**src/rtl/cmd_arbiter.sv**
```systemverilog
// Two-requester command arbiter with a tag FIFO for routing read bursts.
// Round-robin grant into one output register; read beats go back to the issuer.
module cmd_arbiter #(
    parameter int TAG_DEPTH = 8
) (
    input  logic         clk,
    input  logic         rst,
    input  logic         m0_valid,
    output logic         m0_ready,
    input  logic         m0_cmd_type,
    input  logic [26:0]  m0_addr,
    input  logic [5:0]   m0_burst_cnt,
    input  logic [127:0] m0_wt_data,
    input  logic [15:0]  m0_wt_mask,
    input  logic         m1_valid,
    output logic         m1_ready,
    input  logic         m1_cmd_type,
    input  logic [26:0]  m1_addr,
    input  logic [5:0]   m1_burst_cnt,
    input  logic [127:0] m1_wt_data,
    input  logic [15:0]  m1_wt_mask,
    output logic         push_valid,
    input  logic         push_ready,
    output logic         push_cmd_type,
    output logic [26:0]  push_addr,
    output logic [5:0]   push_burst_cnt,
    output logic [127:0] push_wt_data,
    output logic [15:0]  push_wt_mask,
    input  logic         rd_valid,
    input  logic [127:0] rd_data,
    output logic         m0_rd_valid,
    output logic [127:0] m0_rd_data,
    output logic         m0_rd_last,
    output logic         m1_rd_valid,
    output logic [127:0] m1_rd_data,
    output logic         m1_rd_last,
    output logic         rd_err
);

    localparam int AW = $clog2(TAG_DEPTH);
    localparam int CW = AW + 1;

    logic [CW-1:0] tag_cnt;
    logic [AW-1:0] wr_ptr;
    logic [AW-1:0] rd_ptr;
    logic          tag_id [TAG_DEPTH];
    logic [5:0]    tag_bc [TAG_DEPTH];
    logic [5:0]    beat_cnt;
    logic          last_grant;

    logic load;
    logic tag_full;
    logic el0;
    logic el1;
    logic gnt0;
    logic gnt1;
    logic tag_push;
    logic tag_pop;
    logic tag_any;
    logic head_id;
    logic beat_last;

    // Full check uses the registered count, so a same-cycle pop frees nothing.
    always_comb begin
        load      = !push_valid || push_ready;
        tag_full  = tag_cnt == CW'(TAG_DEPTH);
        el0       = m0_valid && (m0_cmd_type || !tag_full);
        el1       = m1_valid && (m1_cmd_type || !tag_full);
        gnt0      = load && el0 && (!el1 || last_grant);
        gnt1      = load && el1 && (!el0 || !last_grant);
        tag_push  = (gnt0 && !m0_cmd_type) || (gnt1 && !m1_cmd_type);
        tag_any   = tag_cnt != '0;
        head_id   = tag_id[rd_ptr];
        beat_last = beat_cnt == tag_bc[rd_ptr];
        tag_pop   = rd_valid && tag_any && beat_last;
    end

    assign m0_ready    = gnt0 && !rst;
    assign m1_ready    = gnt1 && !rst;
    assign m0_rd_valid = rd_valid && tag_any && !head_id && !rst;
    assign m1_rd_valid = rd_valid && tag_any && head_id && !rst;
    assign m0_rd_last  = m0_rd_valid && beat_last;
    assign m1_rd_last  = m1_rd_valid && beat_last;
    assign m0_rd_data  = rd_data;
    assign m1_rd_data  = rd_data;

    always_ff @(posedge clk) begin
        if (rst) begin
            push_valid     <= 1'b0;
            push_cmd_type  <= 1'b0;
            push_addr      <= '0;
            push_burst_cnt <= '0;
            push_wt_data   <= '0;
            push_wt_mask   <= '0;
            last_grant     <= 1'b1;
        end else if (load) begin
            if (gnt0) begin
                push_valid     <= 1'b1;
                push_cmd_type  <= m0_cmd_type;
                push_addr      <= m0_addr;
                push_burst_cnt <= m0_burst_cnt;
                push_wt_data   <= m0_wt_data;
                push_wt_mask   <= m0_wt_mask;
                last_grant     <= 1'b0;
            end else if (gnt1) begin
                push_valid     <= 1'b1;
                push_cmd_type  <= m1_cmd_type;
                push_addr      <= m1_addr;
                push_burst_cnt <= m1_burst_cnt;
                push_wt_data   <= m1_wt_data;
                push_wt_mask   <= m1_wt_mask;
                last_grant     <= 1'b1;
            end else begin
                push_valid <= 1'b0;
            end
        end
    end

    always_ff @(posedge clk) begin
        if (tag_push) begin
            tag_id[wr_ptr] <= gnt1;
            tag_bc[wr_ptr] <= gnt1 ? m1_burst_cnt : m0_burst_cnt;
        end
    end

    always_ff @(posedge clk) begin
        if (rst) begin
            wr_ptr   <= '0;
            rd_ptr   <= '0;
            tag_cnt  <= '0;
            beat_cnt <= '0;
            rd_err   <= 1'b0;
        end else begin
            if (tag_push)
                wr_ptr <= wr_ptr + 1'b1;
            if (tag_pop)
                rd_ptr <= rd_ptr + 1'b1;
            if (tag_push && !tag_pop)
                tag_cnt <= tag_cnt + 1'b1;
            else if (tag_pop && !tag_push)
                tag_cnt <= tag_cnt - 1'b1;
            if (rd_valid && tag_any)
                beat_cnt <= beat_last ? 6'd0 : beat_cnt + 6'd1;
            if (rd_valid && !tag_any)
                rd_err <= 1'b1;
        end
    end

endmodule

```
**config.mk**
```make
export PLATFORM = sky130hd
export DESIGN_NAME = cmd_arbiter
export DESIGN_NICKNAME = d
export VERILOG_FILES = /design/src/rtl/cmd_arbiter.sv
export SDC_FILE = /design/constraint.sdc
export NUM_CORES = 1
export LEC_CHECK = 0
export ABC_AREA = 0
export CAP_MARGIN = 20
export CORE_AREA = 2 2 360 362
export CTS_CLUSTER_DIAMETER = 30
export CTS_CLUSTER_SIZE = 8
export DETAILED_ROUTE_END_ITERATION = 8
export DIE_AREA = 0 0 362 364
export PLACE_DENSITY = 0.3
export SKIP_CTS_REPAIR_TIMING = 1
export SYNTH_ARGS = -nofsm -noshare
export SYNTH_HDL_FRONTEND = slang
export SYNTH_SLANG_ARGS = --single-unit
```
**constraint.sdc**
```tcl
create_clock -name clk -period 5.07 [get_ports clk]
set_input_delay 1.014 -clock clk [delete_from_list [all_inputs] [get_ports clk]]
set_output_delay 1.014 -clock clk [all_outputs]
set_load 0.01 [all_outputs]
```
==> results of run 1 <==
-- metal layers --
layer,wire length (um),share of wire,global-route usage,vias to the layer above
met1,21000,0.39,0.0871,4875
li1,-,-,-,5040
met5,21,0.00039,0,-
met2,26000,0.48,0.130,474
met3,5400,0.099,0.0370,159
met4,2090,0.038,0.0431,4
-- sequential cells by signal, summed over array words and instances (netlist names), named ones only --
| register | cells |
|---|---|
| push_burst_cnt | 6 |
| push_wt_data | 128 |
| push_cmd_type | 1 |
| rd_err | 1 |
| push_valid | 1 |
| rd_ptr | 3 |
| push_wt_mask | 16 |
| wr_ptr | 3 |
| push_addr | 27 |
| beat_cnt | 6 |
| tag_id | 8 |
| tag_bc | 48 |
| tag_cnt | 4 |
| last_grant | 1 |
-- power breakdown --
part	total (mW)	switching, mW	internal [mW]
combinational	1.58	0.746	0.837
sequential	2.43	0.126	2.30
clock	6.09	1.72	4.37
total	10.1	2.59	7.51
-- stage by stage --
| stage | hold slack [ns] | worst slack [ns] | cell area (um2) | utilization |
|---|---|---|---|---|
| 5_1_grt | 0.495 | 0.367 | 22000 | 0.171 |
| 2_1_floorplan | 0.467 | 1.99 | 13100 | - |
| 3_3_place_gp | 0.475 | 0.932 | 18500 | 0.144 |
| 3_5_place_dp | 0.472 | 0.984 | 18500 | 0.144 |
| 6_report | 0.482 | 0.632 | 22000 | 0.171 |
| 4_1_cts | 0.486 | 0.511 | 22000 | 0.171 |
-- kinds of logic after synthesis --
family	Yosys count
AO/OA/AOI/OAI	204
XOR/XNOR	11
adder cells (fa/ha/maj)	7
buffers and inverters	354
flip-flops	256
multiplexers	219
AND/OR/NAND/NOR	247
-- worst reg2reg max path: cells and delay by family (launching register included) --
kind	cells	cell delay (ns)
AND/OR/NAND/NOR	4	0.99
adder cells (fa/ha/maj)	2	0.48
flip-flops	1	0.61
XOR/XNOR	2	0.24
AO/OA/AOI/OAI	3	0.47
buffers and inverters	2	0.40
multiplexers	1	0.55
-- worst max path at each step --
stage / startpoint / to / slack, ns / cells after the start
after floorplan: flip-flop / tag_cnt[3] / 1.99 / 15
after global placement: m1_valid / tag_cnt[3] / 0.93 / 14
after detailed placement: m0_valid / tag_cnt[3] / 0.98 / 14
after CTS: flip-flop / m0_rd_last / 0.51 / 7
after global routing: flip-flop / m0_rd_last / 0.37 / 7
final: flip-flop / m0_rd_last / 0.63 / 7
-- final cells by class --
cell class	instances	area share
sequential	256	0.258
inverter	8	0.00136
tap	1675	0.0953
clock inverter	34	0.0205
multi-input combinational	688	0.229
timing repair buffer	564	0.257
clock buffer	152	0.138
-- synth_stat cells (all sizes together) (4+ instances only) --
cell,instances,area share
nor3,6,0.0023
and3,4,0.0019
buf,283,0.16
nor4,6,0.0029
a21oi,12,0.0046
dfxtp,200,0.31
mux2,8,0.0069
clkbuf,63,0.018
mux2i,203,0.15
nand2b,5,0.0024
nand2,13,0.0037
edfxtp,56,0.13
inv,8,0.0023
nor2,196,0.056
o21ai,8,0.0033
a211oi,177,0.10
mux4,8,0.014
ha,6,0.0057
xor2,8,0.0053
==> qor.csv, run 1 <==
metric,value,unit
status,"complete, no violations",
post-route-period-util,0.875,
drive_gt1_frac,0.120,
viasPerCell,3.12,
worstSkewPairLatency,0.68,ns
drt_wl_total,54500,um
fmax,0.225,GHz
yosys_warnings,0,
die_area,0.132,mm2
ys_types,41,
start_util,0.102,
power,10.1,mW
synth_nets,1795,
ir_worst_vdd,0.260,mV
hp-class,flip-flop to flip-flop,
seq_area_frac_synth,0.433,
drtIter0Drc,373,
wire_per_inst,16.2,um
clock_sinks,256,
grt_max_degree,157,
antenna_left,0,
synth_mux_area_frac,0.175,
crit_slowest_cell,dfxtp_1,
port_buffers,547,
fin_setup_tns,0,ns
async_flop_share,0,
r2r_end,tag_cnt[3],
finalHoldViolations,0,
synthXorXnorAreaFrac,0.00734,
max_stage_delay,0.61,ns
final_cells,3377,
cap_violations,0,
clk_transition_reported_paths,0.04,ns
synth_edf_count,56,
power_leakage,8.43,nW
cts-buffers-inserted,100,
path_cells,buf_4 -> mux4_2 -> xor2_1 -> nand4_1 -> nor2_1 -> and2_1 -> clkdlybuf4s50_1,
required,4.06,ns
grt_pass1_vias,11100,
worstPathArrival,3.42,ns
setup_viol,0,
num_antenna_cells,0,
route.vias.total,10600,
synth_compound_area_frac,0.114,
grt_usage,0.0801,
antenna_found_initial,4,
min_to,rd_err,
dieHeight,364,um
final_common_cell,clkdlybuf4s50_1,
rsz0062_at_grt,no,
final_cell_mix,"546 x clkdlybuf4s50_1, 203 x mux2i_1, 200 x dfxtp_1",
synth-adder-area-share,0.00725,
avgSynthCellArea,10.1,um2
cp-start-kind,flip-flop,
synth-seq-cells,256,
drcViolationCount,0,
skew,0.0789,ns
syn_area,0.0131,mm2
rr_worst_depth,14,
clockRootBuffer,clkbuf_16,
critPathCaptureType,output port,
powerDensity,459,mW/mm2
synthSimpleGateAreaFrac,0.0784,
num_rows,132,
path_max_fanout,8,
slew_headroom,0.334,
synth_cells,1298,
path_buf_inv,2,
cts_max_level,3,
hp-start,rd_err,
hpwl,40600,um
grt_pass1_wl,76200,um
tritoncts,yes,
grt_overflow,0,
multiInputGateArea,0.00505,mm2
seq_area,0.00569,mm2
fillers,14100,
die_w,362,um
syn_to_final_growth,67.7,%
ys.flop_type,dfxtp_1,
cts_buffer_depth,3,
worst_pin_slew,0.998,ns
gp_congestion,0.753,
num-nets-final,2115,
firstDrtPassIters,4,
cp_top_family,buffers and inverters,
io_pins,932,
regToRegSetupSlack,1.26,ns
core,0.128,mm2
min_path_cells,2,
dp.cells,3191,
worstSetupPathType,flip-flop to output port,
synth_top_family_by_area,buffers and inverters,
slew_violations,0,
layout_min_cycle_time,4.44,ns
No activity file was read; power rests on OpenSTA's default activity.
==> inputs of run 2 (changes only) <==
- CORE_AREA: 2 2 360 362 -> 2 2 359 361
- CTS_BUF_LIST: not set -> sky130_fd_sc_hd__clkbuf_8
- DIE_AREA: 0 0 362 364 -> 0 0 361 363
- clock period: 5.07 -> 4.8 ns (I/O delays scaled with it)
==> run 2 against run 1 <==
Critical path depth grew 1. Sequential power grew 5%. Routed wire length shrank 2.6%. Via count shrank 1.3%. Hold slack lost 0.0079 ns. Utilization shrank 0.89 points. Flip-flop and latch count is the same. Die area shrank 0.55%. Critical path type unchanged.
==> qor.csv, run 2 (synthesized netlist as in run 1, its figures left out) <==
metric,value,unit,change
start_util,0.103,,was 0.102
critPathCaptureType,output port,,unchanged
clockRootBuffer,clkbuf_8,,was clkbuf_16
required,3.84,ns,was 4.06 ns
setup_viol,0,,unchanged
grt_pass1_wl,74900,um,was 76200 um
maxUsedRoutingLayer,met4,,was met5
wl_met1,19900,um,was 21000 um
final_cell_mix,"546 x clkdlybuf4s50_1, 203 x mux2i_1, 200 x dfxtp_1",,unchanged
regToRegSetupSlack,1.00,ns,was 1.26 ns
powerDensity,399,mW/mm2,was 459 mW/mm2
path_cells,buf_4 -> mux2i_1 -> mux4_2 -> xor2_1 -> nand4_1 -> nor2_1 -> and2_1 -> clkdlybuf4s50_1,,was buf_4 -> mux4_2 -> xor2_1 -> nand4_1 -> nor2_1 -> and2_1 -> clkdlybuf4s50_1
dr_wl_met2,25900,um,was 26000 um
largest_reg_flops,128,,unchanged
max_stage_delay,0.53,ns,was 0.61 ns
syn_to_final_growth,57.4,%,was 67.7%
cp_top_family,buffers and inverters,,unchanged
ir_worst_vdd,0.150,mV,was 0.260 mV
num_rows,131,,was 132
cap_violations,0,,unchanged
hpwl,40000,um,was 40600 um
wl_met3,5380,um,was 5400 um
antenna_left,0,,unchanged
cp-start-kind,flip-flop,,unchanged
viasPerCell,3.10,,was 3.12
multiInputGateArea,0.00504,mm2,was 0.00505 mm2
worst_pin_slew,0.973,ns,was 0.998 ns
crit_slowest_cell,clkdlybuf4s50_1,,was dfxtp_1
cts_max_level,3,,unchanged
final_common_cell,clkdlybuf4s50_1,,unchanged
num-nets-final,2115,,unchanged
dp.cells,3185,,was 3191
core,0.127,mm2,was 0.128 mm2
route.vias.total,10400,,was 10600
fin_setup_tns,0,ns,unchanged
power_leakage,7.86,nW,was 8.43 nW
gp_congestion,0.715,,was 0.753
worstPathArrival,3.53,ns,was 3.42 ns
seq_area,0.00569,mm2,unchanged
top_regs,"push_wt_data: 128 flops, tag_bc: 48 flops, push_addr: 27 flops",,unchanged
firstDrtPassIters,4,,unchanged
drcViolationCount,0,,unchanged
power,8.24,mW,was 10.1 mW
post-route-period-util,0.934,,
antenna_found_initial,5,,was 4
path_buf_inv,2,,unchanged
rsz0062_at_grt,no,,unchanged
skew,0.0371,ns,was 0.0789 ns
r2r_end,tag_cnt[3],,unchanged
status,"complete, no violations",,unchanged
min_path_cells,2,,unchanged
wire_per_inst,15.8,um,was 16.2 um
drt_wl_total,53100,um,was 54500 um
largest-register,push_wt_data,,unchanged
grt_overflow,0,,unchanged
worstSetupPathType,flip-flop to output port,,unchanged
grt_pass1_vias,11000,,was 11100
clock_sinks,256,,unchanged
dieHeight,363,um,was 364 um
fmax,0.223,GHz,
grt_max_degree,168,,was 157
slew_headroom,0.351,,was 0.334
tritoncts,yes,,unchanged
fillers,14200,,was 14100
path_max_fanout,20,,was 8
worstSkewPairLatency,0.73,ns,was 0.68 ns
rr_worst_depth,15,,was 14
layout_min_cycle_time,4.49,ns,
finalHoldViolations,0,,unchanged
cts-buffers-inserted,93,,was 100
cts_buffer_depth,3,,unchanged
die_w,361,um,was 362 um
grt_usage,0.0787,,was 0.0801
final_cells,3358,,was 3377
hp-class,flip-flop to flip-flop,,unchanged
port_buffers,547,,unchanged
io_pins,932,,unchanged
drive_gt1_frac,0.118,,was 0.120
die_area,0.131,mm2,was 0.132 mm2
hp-start,rd_err,,unchanged
clk_transition_reported_paths,0.05,ns,was 0.04 ns
drtIter0Drc,294,,was 373
slew_violations,0,,unchanged
min_to,rd_err,,unchanged
==> run 2: cell count changes in the layout (fill, tap and decap cells not counted), moves of 2 or more <==
cell,delta
clkbuf_1,-18
clkinv_16,-4
buf_4,+7
clkbuf_8,+81
diode_2,+4
clkinv_1,-4
clkinv_4,-3
clkbuf_16,-100
inv_1,+17
nor3b_1,+2
clkinvlp_4,+11
bufinv_16,+2
nor3b_2,-2
==> run 2: metrics by stage <==
| step | util | hold WS (ns) | setup slack (ns) | cell area, um2 |
|---|---|---|---|---|
| after floorplan | - | 0.467 | 1.72 | 13100 |
| after detailed placement | 0.146 | 0.473 | 0.736 | 18500 |
| after global placement | 0.146 | 0.476 | 0.707 | 18500 |
| after CTS | 0.163 | 0.485 | 0.111 | 20600 |
| after global routing | 0.163 | 0.503 | 0.0207 | 20700 |
| final | 0.163 | 0.474 | 0.315 | 20700 |
==> run 2: worst max path at each step <==
stage | from | endpoint | depth (start not counted)
2_1_floorplan | flip-flop | tag_cnt[3] | 15
3_3_place_gp | m1_valid | tag_cnt[3] | 14
3_5_place_dp | m1_valid | tag_cnt[3] | 14
4_1_cts | flip-flop | m1_rd_last | 8
5_1_grt | flip-flop | m1_rd_last | 8
6_report | flip-flop | m1_rd_last | 8
==> run 2: layout make-up <==
| class | instances | area share |
|---|---|---|
| Multi-Input combinational cell | 688 | 0.244 |
| Tap cell | 1662 | 0.101 |
| Clock inverter | 54 | 0.0249 |
| Clock buffer | 115 | 0.0766 |
| Sequential cell | 256 | 0.275 |
| Timing Repair Buffer | 571 | 0.276 |
| Inverter | 8 | 0.00145 |
| Antenna cell | 4 | 0.000485 |
==> run 2: worst min-delay path, delay by kind of cell (launching register included) <==
family / cells / cell delay [ns]
AOI/OAI and AO/OA: 1 / 0.04
and+or+nand+nor: 1 / 0.07
DFF: 1 / 0.33
==> run 2: where the power goes <==
part | internal (mW) | switching (mW) | total [mW]
sequential | 2.43 | 0.124 | 2.55
clock | 2.59 | 1.42 | 4.01
combinational | 0.887 | 0.786 | 1.67
==> run 2: metal layers <==
metal | up-vias | GRT usage
met5 | - | 0
met4 | 0 | 0.0427
met3 | 162 | 0.0383
met2 | 473 | 0.130
met1 | 4737 | 0.0824
li1 | 5040 | -
==> inputs of run 3 (changes only) <==
- TNS_END_PERCENT: not set -> 20
==> results of run 3 <==
Final layout, timing and power as in run 2 (identical DEF).
